--- config.mk ---
export PLATFORM = sky130hd
export DESIGN_NAME = hazard_unit_cfg_flat
export DESIGN_NICKNAME = d
export VERILOG_FILES = /design/src/rtl/hazard_unit_cfg_if.sv /design/src/rtl/hazard_unit_cfg.sv /design/src/flat_wrapper.sv
export SDC_FILE = /design/constraint.sdc
export NUM_CORES = 1
export LEC_CHECK = 0
export CAP_MARGIN = 30
export CORE_MARGIN = 2
export CORE_UTILIZATION = 44
export CTS_BUF_LIST = sky130_fd_sc_hd__clkbuf_16
export DETAILED_ROUTE_END_ITERATION = 8
export GPL_ROUTABILITY_DRIVEN = 0
export PLACE_DENSITY = 0.85
export SLEW_MARGIN = 20
export SYNTH_ARGS = -nofsm -noshare
export SYNTH_HDL_FRONTEND = slang
export SYNTH_SLANG_ARGS = --single-unit
--- constraint.sdc ---
create_clock -name i_clk -period 2.6 [get_ports i_clk]
set_input_delay 0.65 -clock i_clk [delete_from_list [all_inputs] [get_ports i_clk]]
set_output_delay 0.65 -clock i_clk [all_outputs]
set_load 0.02 [all_outputs]
--- src/rtl/hazard_unit_cfg_if.sv ---
// hazard_unit_cfg_if: signal bundle between the 5-stage pipeline and its hazard unit
// Ports: master = pipeline (drives i_* operands/status, reads o_* controls),
//        slave  = hazard unit (reads i_*, drives stall/flush/forward selects and the stall counter)
interface hazard_unit_cfg_if #(
    parameter int REG_W = 5,
    parameter int CNT_W = 32
);
    logic [6:0]       i_opcode_if, i_opcode_ex;
    logic [REG_W-1:0] i_rs1_d, i_rs2_d, i_rs1_e, i_rs2_e;
    logic [REG_W-1:0] i_ex_rd, i_mem_rd, i_wb_rd;
    logic             i_ex_regwrite, i_mem_regwrite, i_wb_regwrite;
    logic             i_ex_is_load, i_pc_sel_ex, i_mem_busy;
    logic             o_stall_f, o_stall_d, o_stall_e, o_stall_m;
    logic             o_flush_d, o_flush_e, o_flush_m;
    logic [1:0]       o_fwd_a, o_fwd_b;
    logic [CNT_W-1:0] o_stall_cnt;
    modport master (
        output i_opcode_if, i_opcode_ex, i_rs1_d, i_rs2_d, i_rs1_e, i_rs2_e,
               i_ex_rd, i_mem_rd, i_wb_rd, i_ex_regwrite, i_mem_regwrite, i_wb_regwrite,
               i_ex_is_load, i_pc_sel_ex, i_mem_busy,
        input  o_stall_f, o_stall_d, o_stall_e, o_stall_m, o_flush_d, o_flush_e, o_flush_m,
               o_fwd_a, o_fwd_b, o_stall_cnt
    );
    modport slave (
        input  i_opcode_if, i_opcode_ex, i_rs1_d, i_rs2_d, i_rs1_e, i_rs2_e,
               i_ex_rd, i_mem_rd, i_wb_rd, i_ex_regwrite, i_mem_regwrite, i_wb_regwrite,
               i_ex_is_load, i_pc_sel_ex, i_mem_busy,
        output o_stall_f, o_stall_d, o_stall_e, o_stall_m, o_flush_d, o_flush_e, o_flush_m,
               o_fwd_a, o_fwd_b, o_stall_cnt
    );
endinterface

--- src/rtl/hazard_unit_cfg.sv ---
// hazard_unit_cfg: configurable forwarding, load-use/branch/memory stall and flush control for a 5-stage RV32I core
// Ports: i_clk, i_reset_n (async active-low); hz = slave side of hazard_unit_cfg_if
//        (pipeline register/opcode status in, stall/flush/forward selects and stall-cycle count out)
module hazard_unit_cfg #(
    parameter int REG_W     = 5,
    parameter int LOAD_LAT  = 1,
    parameter int BR_MODE   = 0,
    parameter int BR_SHADOW = 3,
    parameter int CNT_W     = 32
) (
    input logic               i_clk,
    input logic               i_reset_n,
    hazard_unit_cfg_if.slave  hz
);
    typedef enum logic [1:0] {IDLE, LD_WAIT, BR_WAIT} state_t;
    localparam logic [2:0] LD_INIT = 3'(LOAD_LAT - 1);
    localparam logic [2:0] BR_INIT = 3'(BR_SHADOW - 1);
    state_t           state, state_nx;
    logic [2:0]       cnt, cnt_nx;
    logic [CNT_W-1:0] stall_cnt;
    logic             ct_if, ct_ex, lu, taken, br_go;
    logic             sf, sd, se, sm, fd, fe, fm;
    assign ct_if = hz.i_opcode_if == 7'b1100011 || hz.i_opcode_if == 7'b1101111 || hz.i_opcode_if == 7'b1100111;
    assign ct_ex = hz.i_opcode_ex == 7'b1100011 || hz.i_opcode_ex == 7'b1101111 || hz.i_opcode_ex == 7'b1100111;
    assign lu    = hz.i_ex_is_load && hz.i_ex_regwrite && hz.i_ex_rd != '0 &&
                   (hz.i_ex_rd == hz.i_rs1_d || hz.i_ex_rd == hz.i_rs2_d);
    assign taken = BR_MODE == 1 && hz.i_pc_sel_ex;
    // a transfer already in EX means the one in IF is its own shadow: no second stall
    assign br_go = BR_MODE == 0 && ct_if && !ct_ex;
    assign hz.o_fwd_a = hz.i_rs1_e == '0 ? 2'b00 :
                        hz.i_mem_regwrite && hz.i_mem_rd == hz.i_rs1_e ? 2'b10 :
                        hz.i_wb_regwrite && hz.i_wb_rd == hz.i_rs1_e ? 2'b01 : 2'b00;
    assign hz.o_fwd_b = hz.i_rs2_e == '0 ? 2'b00 :
                        hz.i_mem_regwrite && hz.i_mem_rd == hz.i_rs2_e ? 2'b10 :
                        hz.i_wb_regwrite && hz.i_wb_rd == hz.i_rs2_e ? 2'b01 : 2'b00;
    always_comb begin
        {sf, sd, se, sm, fd, fe, fm} = '0;
        state_nx = state;
        cnt_nx = cnt;
        if (hz.i_mem_busy) begin
            {sf, sd, se, sm} = '1;
        end else if (taken) begin
            {fd, fe} = '1;
            state_nx = IDLE;
            cnt_nx = '0;
        end else begin
            case (state)
                IDLE: begin
                    if (lu) begin
                        {sf, sd, fe} = '1;
                        state_nx = LOAD_LAT > 1 ? LD_WAIT : IDLE;
                        cnt_nx = LD_INIT;
                    end else if (br_go) begin
                        sf = 1'b1;
                        state_nx = BR_WAIT;
                        cnt_nx = BR_INIT;
                    end
                end
                // the detection cycle is the first of LOAD_LAT stalls, so leave when the count hits 1
                LD_WAIT: begin
                    {sf, sd, fe} = '1;
                    cnt_nx = cnt - 3'd1;
                    state_nx = cnt <= 3'd1 ? IDLE : LD_WAIT;
                end
                BR_WAIT: begin
                    sf = cnt != '0;
                    {fd, fe, fm} = {3{cnt == '0}};
                    cnt_nx = cnt != '0 ? cnt - 3'd1 : cnt;
                    state_nx = cnt != '0 ? BR_WAIT : IDLE;
                end
                default: state_nx = IDLE;
            endcase
        end
    end
    always_ff @(posedge i_clk or negedge i_reset_n) begin
        if (!i_reset_n) begin
            state <= IDLE;
            cnt <= '0;
            stall_cnt <= '0;
        end else begin
            state <= state_nx;
            cnt <= cnt_nx;
            if (sf && stall_cnt != '1) stall_cnt <= stall_cnt + CNT_W'(1);
        end
    end
    // controls are forced low while reset is held, independent of the clock
    assign hz.o_stall_f   = sf & i_reset_n;
    assign hz.o_stall_d   = sd & i_reset_n;
    assign hz.o_stall_e   = se & i_reset_n;
    assign hz.o_stall_m   = sm & i_reset_n;
    assign hz.o_flush_d   = fd & i_reset_n;
    assign hz.o_flush_e   = fe & i_reset_n;
    assign hz.o_flush_m   = fm & i_reset_n;
    assign hz.o_stall_cnt = stall_cnt;
endmodule

--- src/flat_wrapper.sv ---
// flat-port wrapper written by rule: the top's interface ports become plain ports
module hazard_unit_cfg_flat 
#(
    parameter int REG_W     = 5,
    parameter int LOAD_LAT  = 1,
    parameter int BR_MODE   = 0,
    parameter int BR_SHADOW = 3,
    parameter int CNT_W     = 32
)
  (i_clk, i_reset_n, hz_i_opcode_if, hz_i_opcode_ex, hz_i_rs1_d, hz_i_rs2_d, hz_i_rs1_e, hz_i_rs2_e, hz_i_ex_rd, hz_i_mem_rd, hz_i_wb_rd, hz_i_ex_regwrite, hz_i_mem_regwrite, hz_i_wb_regwrite, hz_i_ex_is_load, hz_i_pc_sel_ex, hz_i_mem_busy, hz_o_stall_f, hz_o_stall_d, hz_o_stall_e, hz_o_stall_m, hz_o_flush_d, hz_o_flush_e, hz_o_flush_m, hz_o_fwd_a, hz_o_fwd_b, hz_o_stall_cnt);
  hazard_unit_cfg_if #(.REG_W(REG_W), .CNT_W(CNT_W)) hz_i ();
  input logic i_clk;
  input logic i_reset_n;
  input wire logic [$bits(hz_i.i_opcode_if)-1:0] hz_i_opcode_if;
  input wire logic [$bits(hz_i.i_opcode_ex)-1:0] hz_i_opcode_ex;
  input wire logic [$bits(hz_i.i_rs1_d)-1:0] hz_i_rs1_d;
  input wire logic [$bits(hz_i.i_rs2_d)-1:0] hz_i_rs2_d;
  input wire logic [$bits(hz_i.i_rs1_e)-1:0] hz_i_rs1_e;
  input wire logic [$bits(hz_i.i_rs2_e)-1:0] hz_i_rs2_e;
  input wire logic [$bits(hz_i.i_ex_rd)-1:0] hz_i_ex_rd;
  input wire logic [$bits(hz_i.i_mem_rd)-1:0] hz_i_mem_rd;
  input wire logic [$bits(hz_i.i_wb_rd)-1:0] hz_i_wb_rd;
  input wire logic [$bits(hz_i.i_ex_regwrite)-1:0] hz_i_ex_regwrite;
  input wire logic [$bits(hz_i.i_mem_regwrite)-1:0] hz_i_mem_regwrite;
  input wire logic [$bits(hz_i.i_wb_regwrite)-1:0] hz_i_wb_regwrite;
  input wire logic [$bits(hz_i.i_ex_is_load)-1:0] hz_i_ex_is_load;
  input wire logic [$bits(hz_i.i_pc_sel_ex)-1:0] hz_i_pc_sel_ex;
  input wire logic [$bits(hz_i.i_mem_busy)-1:0] hz_i_mem_busy;
  output wire logic [$bits(hz_i.o_stall_f)-1:0] hz_o_stall_f;
  output wire logic [$bits(hz_i.o_stall_d)-1:0] hz_o_stall_d;
  output wire logic [$bits(hz_i.o_stall_e)-1:0] hz_o_stall_e;
  output wire logic [$bits(hz_i.o_stall_m)-1:0] hz_o_stall_m;
  output wire logic [$bits(hz_i.o_flush_d)-1:0] hz_o_flush_d;
  output wire logic [$bits(hz_i.o_flush_e)-1:0] hz_o_flush_e;
  output wire logic [$bits(hz_i.o_flush_m)-1:0] hz_o_flush_m;
  output wire logic [$bits(hz_i.o_fwd_a)-1:0] hz_o_fwd_a;
  output wire logic [$bits(hz_i.o_fwd_b)-1:0] hz_o_fwd_b;
  output wire logic [$bits(hz_i.o_stall_cnt)-1:0] hz_o_stall_cnt;
  assign hz_i.i_opcode_if = hz_i_opcode_if;
  assign hz_i.i_opcode_ex = hz_i_opcode_ex;
  assign hz_i.i_rs1_d = hz_i_rs1_d;
  assign hz_i.i_rs2_d = hz_i_rs2_d;
  assign hz_i.i_rs1_e = hz_i_rs1_e;
  assign hz_i.i_rs2_e = hz_i_rs2_e;
  assign hz_i.i_ex_rd = hz_i_ex_rd;
  assign hz_i.i_mem_rd = hz_i_mem_rd;
  assign hz_i.i_wb_rd = hz_i_wb_rd;
  assign hz_i.i_ex_regwrite = hz_i_ex_regwrite;
  assign hz_i.i_mem_regwrite = hz_i_mem_regwrite;
  assign hz_i.i_wb_regwrite = hz_i_wb_regwrite;
  assign hz_i.i_ex_is_load = hz_i_ex_is_load;
  assign hz_i.i_pc_sel_ex = hz_i_pc_sel_ex;
  assign hz_i.i_mem_busy = hz_i_mem_busy;
  assign hz_o_stall_f = hz_i.o_stall_f;
  assign hz_o_stall_d = hz_i.o_stall_d;
  assign hz_o_stall_e = hz_i.o_stall_e;
  assign hz_o_stall_m = hz_i.o_stall_m;
  assign hz_o_flush_d = hz_i.o_flush_d;
  assign hz_o_flush_e = hz_i.o_flush_e;
  assign hz_o_flush_m = hz_i.o_flush_m;
  assign hz_o_fwd_a = hz_i.o_fwd_a;
  assign hz_o_fwd_b = hz_i.o_fwd_b;
  assign hz_o_stall_cnt = hz_i.o_stall_cnt;
  hazard_unit_cfg #(.REG_W(REG_W), .LOAD_LAT(LOAD_LAT), .BR_MODE(BR_MODE), .BR_SHADOW(BR_SHADOW), .CNT_W(CNT_W)) u_core (.i_clk(i_clk), .i_reset_n(i_reset_n), .hz(hz_i));
endmodule
==> After elaboration in Yosys (flattened, before gate mapping) <==
Index checks and enable logic that the tools add are counted.
{ "totals": {"regBits": 37, "in_bits": 57, "wordCells": 80} }
{ "op_classes": {"n_reduce_logical": 24, "n_eq_ne": 17, "order_cmp": 1, "mux": 27, "n_bitwise": 6, "add_sub_neg": 2} }
{ "ops": {"columns": ["op", "n"], "rows": [
  ["$eq A7 B7 Y1 const B", 6],
  ["$add A32 B1 Y32 const B", 1],
  ["$ne A32 B32 Y1 const B", 1],
  ["$eq A5 B5 Y1", 6],
  ["$mux W2", 7],
  ["$mux W1", 12],
  ["$logic_not A5 Y1", 2],
  ["$logic_and A1 B1 Y1", 9],
  ["$mux W3", 3],
  ["$pmux W3 S3", 1],
  ["$pmux W1 S3", 2],
  ["$pmux W2 S3", 1],
  ["$reduce_bool A3 Y1", 2],
  ["$and A1 B1 Y1", 5],
  ["$logic_or A1 B1 Y1", 5],
  ["$reduce_bool A5 Y1", 1],
  ["$reduce_and A4 Y1", 1],
  ["$le A3 B1 Y1 const B", 1],
  ["$logic_not A3 Y1", 1],
  ["$ne A3 B1 Y1 const B", 1],
  ["$sub A3 B1 Y3 const B", 1],
  ["$eq A2 B1 Y1 const B", 1],
  ["$eq A2 B2 Y1 const B", 1],
  ["$logic_not A2 Y1", 1],
  ["5 further kinds", 5]
]} }

==> Depth between registers and ports, before layout <==
Gate-level depths: netlist of run 1.
{ "depth": {"word_depth": 10, "depth_mapped": 9, "ltp_nobuf": 8} }

==> Worst setup path before layout of run 1 <==
OpenSTA, ideal clock, no wires.
{ "synth_path": {"path_kind": "input port to output port", "startpoint": "input port hz_i_ex_rd[4]", "endpoint": "output port hz_o_flush_e", "path_slack_ns": 0.086, "cell_stages": 5, "arrival_time_ns": 1.864, "cell_sequence": "xnor2_1 nand3_1 o22ai_1 a21oi_1 a211oi_1"} }
{ "synth_via": {"elab_chain_len": 7, "elab_cells_between_ends": 10, "classes_between": "eq/ne (2); mux (3); bitwise (1); reduce/logical (4)"} }
{ "synth_rtl": {"columns": ["element", "line_no", "rtl"], "rows": [
  ["from (decl)", "flat_wrapper.sv:20", "input wire logic [$bits(hz_i.i_ex_rd)-1:0] hz_i_ex_rd;"],
  ["$eq A5 B5 Y1 / $reduce_bool A5 Y1 (equally long branches)", "hazard_unit_cfg.sv:26, hazard_unit_cfg.sv:25", null],
  ["$logic_or A1 B1 Y1 / $logic_and A1 B1 Y1 (equally long branches)", "hazard_unit_cfg.sv:26, hazard_unit_cfg.sv:25", null],
  ["$logic_and A1 B1 Y1 *", "hazard_unit_cfg.sv:25", "assign lu = hz.i_ex_is_load && hz.i_ex_regwrite && hz.i_ex_rd != '0 &&"],
  ["$mux W1 *", "hazard_unit_cfg.sv:49", "if (lu) begin"],
  ["$pmux W1 S3 *", "hazard_unit_cfg.sv:47", "case (state)"],
  ["$mux W1 *", "hazard_unit_cfg.sv:40", "if (hz.i_mem_busy) begin"],
  ["$and A1 B1 Y1 *", "hazard_unit_cfg.sv:92", "assign hz.o_flush_e = fe & i_reset_n;"],
  ["to (decl)", "flat_wrapper.sv:34", "output wire logic [$bits(hz_i.o_flush_e)-1:0] hz_o_flush_e;"]
]} }
Every way passes the cells marked *; elsewhere a longest branch is shown, timed or not.

==> Worst setup path after layout of run 1 <==
{ "layout_path": {"startpoint": "input port hz_i_opcode_ex[6]", "endpoint": "output port hz_o_stall_f"} }
{ "layout_via": {"elab_chain_len": 10, "elab_cells_between_ends": 12, "classes_between": "eq/ne (3); mux (4); bitwise (1); reduce/logical (4)"} }
{ "layout_rtl": {"columns": ["element", "line_no", "rtl"], "rows": [
  ["from (decl)", "flat_wrapper.sv:15", "input wire logic [$bits(hz_i.i_opcode_ex)-1:0] hz_i_opcode_ex;"],
  ["$eq A7 B7 Y1", "hazard_unit_cfg.sv:24", "assign ct_ex = hz.i_opcode_ex == 7'b1100011 || hz.i_opcode_ex == 7'b1101111 || hz.i_opcode_ex == 7'b1100111;"],
  ["$logic_or A1 B1 Y1", "hazard_unit_cfg.sv:24", null],
  ["$logic_or A1 B1 Y1 *", "hazard_unit_cfg.sv:24", null],
  ["$logic_not A1 Y1 *", "hazard_unit_cfg.sv:29", "assign br_go = BR_MODE == 0 && ct_if && !ct_ex;"],
  ["$logic_and A1 B1 Y1 *", "hazard_unit_cfg.sv:29", null],
  ["$mux W1 *", "hazard_unit_cfg.sv:53", "end else if (br_go) begin"],
  ["$mux W1 *", "hazard_unit_cfg.sv:49", null],
  ["$pmux W1 S3 *", "hazard_unit_cfg.sv:47", null],
  ["$mux W1 *", "hazard_unit_cfg.sv:40", null],
  ["$and A1 B1 Y1 *", "hazard_unit_cfg.sv:87", "assign hz.o_stall_f = sf & i_reset_n;"],
  ["to (decl)", "flat_wrapper.sv:29", "output wire logic [$bits(hz_i.o_stall_f)-1:0] hz_o_stall_f;"]
]} }
Marks and branches as above.

==> impl_metrics.json, run 1 <==
{
  "status": "finished, final reports clean",
  "setup_tns_ps": 0,
  "critPathLaunchType": "input port",
  "cts_root_buf": "clkbuf_16",
  "cp.arrival_ps": 1930,
  "synth_edf_count": 0,
  "tightest_slew_ps": 467.5,
  "clock-sinks": 37,
  "seqPwrFrac_pct": 28.0,
  "cp_max_fo": 2,
  "cts.path.max_buffers": 2,
  "combinationalPowerShare_pct": 45.7,
  "finClkSkew_ps": 4.282,
  "hold_viol": 0,
  "grt_max_degree": 38,
  "finalSetupViolCount": 0,
  "io_buffers": 98,
  "switchingPower_mw": 0.8747,
  "power.internal_mw": 1.677,
  "tritoncts": "done",
  "fmax_ghz": 0.3881,
  "yosysWarnings": 0,
  "powerDensity_nw_per_um2": 603.7,
  "cts_buffers": 5,
  "hold_class": "flip-flop to flip-flop",
  "drv_cap": 0,
  "clock_latency_ps": 280,
  "wl_microns": 7883,
  "via_per_inst": 5.515,
  "synth.yosys.seq_area_share_pct": 35.78,
  "swShare_pct": 34.28,
  "required_ps": 1950,
  "drv_slew": 0,
  "grt_use_total_pct": 24.53,
  "endpoint": "hz_o_stall_f",
  "crit_chain": "clkdlybuf4s50_1 > nand2_2 > nor3_4 > nor2_4 > nand2_1 > a31oi_1 > o21a_1 > buf_6",
  "vias": 2647,
  "nets": 473,
  "htreeDepth": 2,
  "synthDominantCellAreaShare_pct": 35.78,
  "syn_avg_cell_area_sq_um": 9.764,
  "fin_crit_sh_pct": 99.10,
  "firstDrtPassIters": 4,
  "path_class": "input port to primary output",
  "insertedDiodeCount": 0,
  "die-area_sq_um": 6510,
  "grt_pass1_vias": 2714,
  "clk_pin_slew_ps": 60,
  "reg2reg_depth": 9,
  "synth_area_sq_um": 2587,
  "synthTopCellsByArea": "dfrtp_1 (36%), xor2_1 (12%), xnor2_1 (9.1%)",
  "boundaryPins": 100,
  "max_stage_delay_ps": 470,
  "syn2layout_area_growth_pct": 63.35,
  "grt_overflow": 0,
  "rsz0062_at_grt": "yes",
  "drc": 0,
  "clockPowerShare_pct": 26.3,
  "detail-route-antenna-nets": 0,
  "synth_top_cell_by_area": "dfrtp_1",
  "leakage_nw": 2.071,
  "critPathSlowestCell": "clkdlybuf4s50_1",
  "startpoint": "hz_i_opcode_ex[6]",
  "post-synth-top-count-cell": "dfrtp_1",
  "drt_iter0_drc": 121,
  "period_minus_slack_ps": 2577,
  "synth_nets": 331,
  "grt_antenna_before_repair": 0,
  "synth_common_cells": "dfrtp_1 (37), xor2_1 (34), xnor2_1 (27)",
  "end_kind": "primary output",
  "r2r_end": "u_core.hz.o_stall_cnt[1]",
  "synthFlopType": "dfrtp_1",
  "die_y_microns": 80.69,
  "fin_util_pct": 75.37,
  "rrSetupSlack_ps": 310,
  "yosys_register_bits": 37,
  "die_x_microns": 80.69,
  "async_flop_share_pct": 100.0,
  "core_sq_um": 5608,
  "synth_cell_types": 48,
  "slew_headroom_pct": 68.83,
  "dpl.hpwl_microns": 5606,
  "rows": 27,
  "holdPathStages": 1,
  "fill_cells": 364,
  "wl_per_cell_microns": 16.42,
  "grt_first_pass_wirelength_microns": 12480,
  "ir_worst_vdd_uv": 440.4,
  "r2r_start": "u_core.state[1]",
  "drive_above_1_share_pct": 25.00,
  "syn_inst": 265,
  "initial_utilization_pct": 46.14
}
-- how the worst min path moves through the flow --
| stage | from | endpoint | slack [ps] |
|---|---|---|---|
| after floorplan | i_reset_n | u_core.cnt[0] | 350 |
| after global placement | u_core.hz.o_stall_cnt[29] | u_core.hz.o_stall_cnt[29] | 480 |
| after detailed placement | u_core.hz.o_stall_cnt[26] | u_core.hz.o_stall_cnt[26] | 480 |
| after CTS | u_core.hz.o_stall_cnt[26] | u_core.hz.o_stall_cnt[26] | 490 |
| after global routing | u_core.hz.o_stall_cnt[27] | u_core.hz.o_stall_cnt[27] | 520 |
| final | u_core.hz.o_stall_cnt[26] | u_core.hz.o_stall_cnt[26] | 490 |
-- kinds of logic (layout without fill, tap and decap cells) --
kind of cell,Yosys count,count (layout),synth area share [%]
simple gates,121,121,28.05
flops,37,37,35.78
compound gates,16,16,5.223
mux,6,6,2.563
fa+ha+maj,9,9,4.352
xor+xnor,61,61,20.65
buf+inv,15,158,3.385
-- cell usage in the layout (no fill, tap or decap), types with 6 or more instances in the layout --
master,instances
nor2_1,10
nand4_1,10
nand3_1,14
buf_4,42
nor3_1,6
dfrtp_1,37
buf_2,7
nor4_1,15
dlymetal6s2s_1,9
clkdlybuf4s50_1,45
xnor2_1,22
nor3_2,6
dlygate4sd2_1,28
nand2_1,20
ha_1,9
xor2_1,34
inv_1,9
-- cell type report --
| class | instances | area (sq um) | area share [%] |
|---|---|---|---|
| timing repair buffer | 142 | 1281 | 30.31 |
| multi-input combinational | 213 | 1737 | 41.09 |
| tap | 72 | 90.09 | 2.131 |
| sequential | 37 | 925.9 | 21.91 |
| clock inverter | 3 | 37.54 | 0.8881 |
| inverter | 8 | 30.03 | 0.7105 |
| clock buffer | 5 | 125.1 | 2.960 |
-- power by group through the flow --
stage | registers, mW | clock network (mW) | logic, mW
global placement | 0.711 | 0 | 1.08
global route | 0.726 | 0.704 | 1.26
CTS | 0.713 | 0.673 | 1.13
finish | 0.715 | 0.671 | 1.17
floorplan | 0.831 | 0 | 0.461
detailed placement | 0.719 | 0 | 1.12
-- metal layers --
| layer | vias up | GRT usage [%] | routed length [microns] |
|---|---|---|---|
| met2 | 110 | 45.92 | 4156 |
| li1 | 1233 | - | - |
| met4 | 0 | 7.966 | 207 |
| met3 | 24 | 5.843 | 450 |
| met1 | 1280 | 26.93 | 3068 |
| met5 | - | 0 | 0 |
-- worst max-delay path: cells and delay by family --
kind	cells	cell delay (ps)
compound gates	2	270
buf+inv	2	600
simple gates	4	410
-- state kept, by name, indices dropped and copies added, names as in the netlist --
| signal | count |
|---|---|
| u_core.state | 2 |
| u_core.cnt | 3 |
| u_core.hz.o_stall_cnt | 32 |
-- through the flow --
stage               hold slack (ps)  setup WS [ps]  total power, mW  std cells  instance area [sq um]
detailed placement            479.4         -817.2            1.838        462                   3889
global placement              478.0         -723.8            1.792        462                   3889
finish                        494.3          23.36            2.552        480                   4227
global route                  515.3         -36.49            2.690        480                   4227
CTS                           490.9         -2.750            2.518        478                   4084
floorplan                     354.4          86.16            1.291        265                   2587
-- timing repair --
action,in CTS,in global routing
cloned,0,0
resized for setup,83,41
buffers inserted,8,3
setup endpoints to repair,15,12
pin swaps,27,24
hold buffers,0,0
No activity file was read; power rests on OpenSTA's default activity.
==> run 2, diff against run 1 <==
- CORE_MARGIN: 2 -> not set
==> run 2 against run 1 <==
Against the previous run:
- core utilization down 2.3 points
- largest cell class unchanged
- highest routed layer unchanged
- fmax grew 0.14%
- largest power group unchanged
- final cell count is 3.3% lower
==> impl_metrics.json, run 2 (synthesis results as in run 1) <==
{
  "io_buffers": 98,
  "vias": 2573,
  "dpl.hpwl_microns": 5431,
  "rrSetupSlack_ps": 220,
  "total_power_mw": 2.333,
  "r2r_end": "u_core.hz.o_stall_cnt[1]",
  "grt_overflow": 0,
  "grt_first_pass_wirelength_microns": 12000,
  "slew_headroom_pct": 68.44,
  "final_common_cell": "clkdlybuf4s50_1",
  "powerDensity_nw_per_um2": 572.9,
  "fin_cells": 464,
  "drv_slew": 0,
  "boundaryPins": 100,
  "via_per_inst": 5.545,
  "clock-sinks": 37,
  "stdcell_area_sq_um": 4073,
  "multi_input_area_sq_um": 1717,
  "grt_use_total_pct": 24.53,
  "r2r_start": "u_core.hz.o_stall_cnt[0]",
  "cp.arrival_ps": 1920,
  "tightest_slew_ps": 473.5,
  "syn2layout_area_growth_pct": 57.40,
  "ir_worst_vdd_uv": 433.2,
  "tritoncts": "done",
  "ff_latch_area_sq_um": 925.9,
  "fill_cells": 387,
  "cp_max_fo": 3,
  "grt_max_degree": 38,
  "grt_pass1_vias": 2627,
  "die_x_microns": 78.69,
  "htreeDepth": 2,
  "setup_tns_ps": 0,
  "wl_per_cell_microns": 16.70,
  "path_class": "input port to primary output",
  "insertedDiodeCount": 0,
  "hold_class": "flip-flop to flip-flop",
  "cts_buffers": 5,
  "drv_cap": 0,
  "hold-path-endpoint": "u_core.hz.o_stall_cnt[29]",
  "critical_path.top_delay_family": "buffers and inverters",
  "end_kind": "primary output",
  "rows": 27,
  "wl_microns": 7751,
  "fin_crit_sh_pct": 98.96,
  "cp.buffers_inverters": 2,
  "critPathSlowestCell": "clkdlybuf4s50_1",
  "timing.final.ws_setup_ps": 26.93,
  "clock_latency_ps": 280,
  "die_y_microns": 78.69,
  "clk_pin_slew_ps": 50,
  "holdPathStages": 1,
  "hold_viol": 0,
  "max_stage_delay_ps": 460,
  "cts_root_buf": "clkbuf_16",
  "die-area_sq_um": 6191,
  "initial_utilization_pct": 46.42,
  "status": "finished, final reports clean",
  "required_ps": 1950,
  "final_cell_mix": "clkdlybuf4s50_1 (41), dfrtp_1 (37), xor2_1 (34), dlygate4sd2_1 (30), buf_4 (30)",
  "drive_above_1_share_pct": 20.41,
  "reg2reg_depth": 8,
  "placed_cells": 450,
  "firstDrtPassIters": 4,
  "fmax_ghz": 0.3886,
  "drt_iter0_drc": 132,
  "leakage_nw": 1.991,
  "period_minus_slack_ps": 2573,
  "detail-route-antenna-nets": 0,
  "pre_cts_ws_ps": -812.2,
  "largest_reg_flops": 32,
  "placed_area_sq_um": 3799,
  "finClkSkew_ps": 5.862,
  "nets": 458,
  "holdCritStartpoint": "u_core.hz.o_stall_cnt[29]",
  "core_sq_um": 5574,
  "grt_antenna_before_repair": 0,
  "cts.path.max_buffers": 2,
  "finalSetupViolCount": 0,
  "critPathLaunchType": "input port",
  "crit_chain": "clkdlybuf4s50_1 > and4_4 > a21oi_4 > a31oi_1 > o21a_1 > buf_6",
  "drc": 0
}
-- run 2: cell count changes in the layout (fill, tap and decap cells not counted), moves of 3 or more --
cell	change
buf_4	-12
xnor2_1	+3
clkdlybuf4s50_1	-4
xnor2_2	-3
-- run 2: final cells by class --
type                       count  area share [%]
sequential                    37           22.73
timing repair buffer         127           28.82
clock inverter                 2          0.2765
clock buffer                   5           3.072
inverter                       8          0.7373
multi-input combinational    213           42.15
tap                           72           2.212
-- run 2: worst reg2reg max path: cells and delay by family, from the launching register on --
kind                     cells  cell delay [ps]
adder cells (fa/ha/maj)      1              220
AND/OR/NAND/NOR              4              640
AO/OA/AOI/OAI                1              460
buffers and inverters        1              210
flip-flops                   1              450
multiplexers                 1              290
-- run 2: repair_timing --
item	in CTS	in global routing
setup buffers	6	1
resized for setup	89	34
hold buffers	0	0
pin swaps	27	24
endpoints found under the setup margin	15	20
-- run 2: layer usage --
layer  track usage, %  wire, microns  vias up
li1                 -              -     1204
met1            28.03           2898     1263
met2            44.96           4315       81
met3            3.256            262       25
met4            11.11            276        0
met5                0              0        -
-- run 2: worst max path at each step --
stage / start / endpoint / cells after the start
floorplan: hz_i_ex_rd[4] / hz_o_flush_e / 5
global placement: hz_i_ex_rd[1] / hz_o_stall_f / 8
detailed placement: hz_i_ex_rd[0] / hz_o_stall_f / 8
CTS: hz_i_opcode_ex[0] / hz_o_stall_f / 8
global route: hz_i_opcode_ex[0] / u_core.cnt[2] / 13
finish: hz_i_ex_is_load / hz_o_stall_f / 6
-- run 2: where the power goes --
part	leakage [nW]	total, mW	switching (mW)	internal, mW
Combinational	1.44	0.990	0.516	0.475
Sequential	0.489	0.768	0.104	0.664
Clock	0.0633	0.574	0.228	0.346
-- run 2: per-stage QoR --
step / utilization [%] / hold WS (ps)
detailed placement: 68.15 / 485.0
global route: 73.06 / 507.5
CTS: 71.20 / 492.4
global placement: 68.15 / 475.0
finish: 73.06 / 484.1
floorplan: - / 354.4
==> run 3, diff against run 2 <==
- CAP_MARGIN: 30 -> 0
- GPL_TIMING_DRIVEN: not set -> 0
==> run 3 against run 2 <==
Against the previous run:
- the flow now finishes with violations (negative setup slack)
- die area stayed put
- sequential power up 2%
- via count down 1.2%
- largest cell class unchanged
- critical endpoint is now u_core.hz.o_stall_cnt[9]
- global-route usage shrank 0.24 points
- total power increased by 3.1%
- register-to-register slack worse by 110 ps
==> impl_metrics.json, run 3 (synthesis results as in run 1) <==
{
  "critPathLaunchType": "input port",
  "die-area_sq_um": 6191,
  "hold_viol": 0,
  "cp.arrival_ps": 2880,
  "largest_reg_flops": 32,
  "via_per_inst": 5.639,
  "cp_max_fo": 10,
  "boundaryPins": 100,
  "cts_buffers": 5,
  "finalSetupViolCount": 21,
  "insertedDiodeCount": 0,
  "final_cell_mix": "clkdlybuf4s50_1 (41), dfrtp_1 (37), xor2_1 (34), dlygate4sd2_1 (25), xnor2_1 (24)",
  "grt_antenna_before_repair": 0,
  "htreeDepth": 2,
  "clockPowerShare_pct": 27.9,
  "swShare_pct": 35.71,
  "grt_first_pass_wirelength_microns": 11760,
  "status": "finished with violations",
  "wl_per_cell_microns": 17.55,
  "firstDrtPassIters": 4,
  "drive_above_1_share_pct": 20.05,
  "setup_tns_ps": -504.3,
  "slew_headroom_pct": 64.73,
  "reg2reg_depth": 9,
  "wl_microns": 7915,
  "rsz0062_at_grt": "yes",
  "holdWs_ps": 250.3,
  "drt_iter0_drc": 139,
  "required_ps": 2800,
  "path_class": "input port to flip-flop",
  "tritoncts": "done",
  "leakage_nw": 1.919,
  "cts_root_buf": "clkbuf_16",
  "seqPwrFrac_pct": 32.4,
  "core_sq_um": 5574,
  "ir_worst_vdd_uv": 348.7,
  "drv_cap": 0,
  "clk_pin_slew_ps": 60,
  "holdBufCountCts": 0,
  "end_kind": "flip-flop",
  "r2r_start": "u_core.hz.o_stall_cnt[1]",
  "cts.path.max_buffers": 2,
  "switchingPower_mw": 0.8588,
  "clock-sinks": 37,
  "r2r_end": "u_core.hz.o_stall_cnt[3]",
  "combinationalPowerShare_pct": 39.7,
  "detail-route-antenna-nets": 0,
  "grt_pass1_vias": 2582,
  "fmax_ghz": 0.3738,
  "rows": 27,
  "drv_slew": 0,
  "vias": 2543,
  "power.internal_mw": 1.546,
  "hold_class": "input port to asynchronous set/reset pin",
  "rrSetupSlack_ps": 110,
  "finClkSkew_ps": 5.131,
  "syn2layout_area_growth_pct": 54.69,
  "powerDensity_nw_per_um2": 600.9,
  "io_buffers": 98,
  "die_y_microns": 78.69,
  "grt_use_total_pct": 24.29,
  "violations": "negative setup slack",
  "tightest_slew_ps": 524.5,
  "startpoint": "hz_i_opcode_ex[3]",
  "drc": 0,
  "fill_cells": 381,
  "period_minus_slack_ps": 2676,
  "nets": 444,
  "timing.final.ws_setup_ps": -75.52,
  "grt_max_degree": 31,
  "endpoint": "u_core.hz.o_stall_cnt[9]",
  "fin_crit_sh_pct": 102.9,
  "initial_utilization_pct": 46.42,
  "dpl.hpwl_microns": 5354,
  "die_x_microns": 78.69,
  "clock_latency_ps": 280,
  "grt_overflow": 0,
  "final_common_cell": "clkdlybuf4s50_1"
}
==> run 3: changes by cell type in the layout (fill, tap and decap cells not counted), moves of 3 or more <==
cell,change
nor4_2,+4
buf_4,-16
buf_2,+3
clkdlybuf4s15_1,+3
nor4_1,-4
dlygate4sd2_1,-5
buf_6,+3
==> run 3: worst min-delay path by stage <==
stage                                   start                         to  slack, ps  cells after the start
finish                              i_reset_n  u_core.hz.o_stall_cnt[27]        250                      1
global route                        i_reset_n  u_core.hz.o_stall_cnt[29]        270                      1
CTS                                 i_reset_n  u_core.hz.o_stall_cnt[30]        260                      1
detailed placement  u_core.hz.o_stall_cnt[29]  u_core.hz.o_stall_cnt[29]        490                      1
global placement    u_core.hz.o_stall_cnt[23]  u_core.hz.o_stall_cnt[23]        480                      1
floorplan                           i_reset_n              u_core.cnt[0]        350                      0
==> run 3: through the flow <==
step           total power, mW  area [sq um]  worst slack, ps  cells  utilization, %
6_report                 2.405          4003           -75.52    451           71.81
3_3_place_gp             1.635          3659            -1553    435           65.63
4_1_cts                  2.340          3865           -179.0    449           69.34
2_1_floorplan            1.291          2587            86.16    265               -
3_5_place_dp             1.664          3674           -964.8    436           65.90
5_1_grt                  2.515          4003           -131.2    451           71.81
==> run 3: layout make-up <==
cell class	instances	area, sq um	share of cell area (%)
Sequential cell	37	925.9	23.13
Tap cell	72	90.09	2.251
Buffer	7	60.06	1.500
Clock buffer	5	125.1	3.126
Multi-Input combinational cell	213	1739	43.45
Clock inverter	3	37.54	0.9378
Inverter	8	30.03	0.7502
Timing Repair Buffer	106	994.7	24.85
==> run 3: layer usage <==
metal  part of all wire [%]  vias to the layer above  track usage [%]  wire length, microns
met5                      0                        -                0                     0
met4                    3.1                        0            9.815                   243
met3                    4.8                       23            3.953                   380
met2                     56                       98            46.35                  4408
met1                     36                     1247            26.20                  2882
li1                       -                     1175                -                     -
==> run 3: worst max-delay path, cell delays in order <==
cell             delay, ps
clkdlybuf4s50_1        470
nor2b_2                150
nor3_2                  60
buf_4                  130
o31ai_1                440
a2111oi_4              160
buf_4                  230
nor4b_1                410
xnor2_1                170
==> run 3: power by group through the flow <==
stage          registers [mW]  logic [mW]  clock network [mW]
2_1_floorplan           0.831       0.461                   0
6_report                0.780       0.954               0.671
5_1_grt                 0.792        1.02               0.707
3_3_place_gp            0.779       0.856                   0
4_1_cts                 0.770       0.887               0.683
3_5_place_dp            0.781       0.884                   0
==> run 3: what timing repair did <==
action | 4_1_cts | 5_1_grt
gates resized for setup | 107 | 39
pin swaps | 24 | 26
endpoints found under the setup margin | 42 | 39
setup buffers | 5 | 2
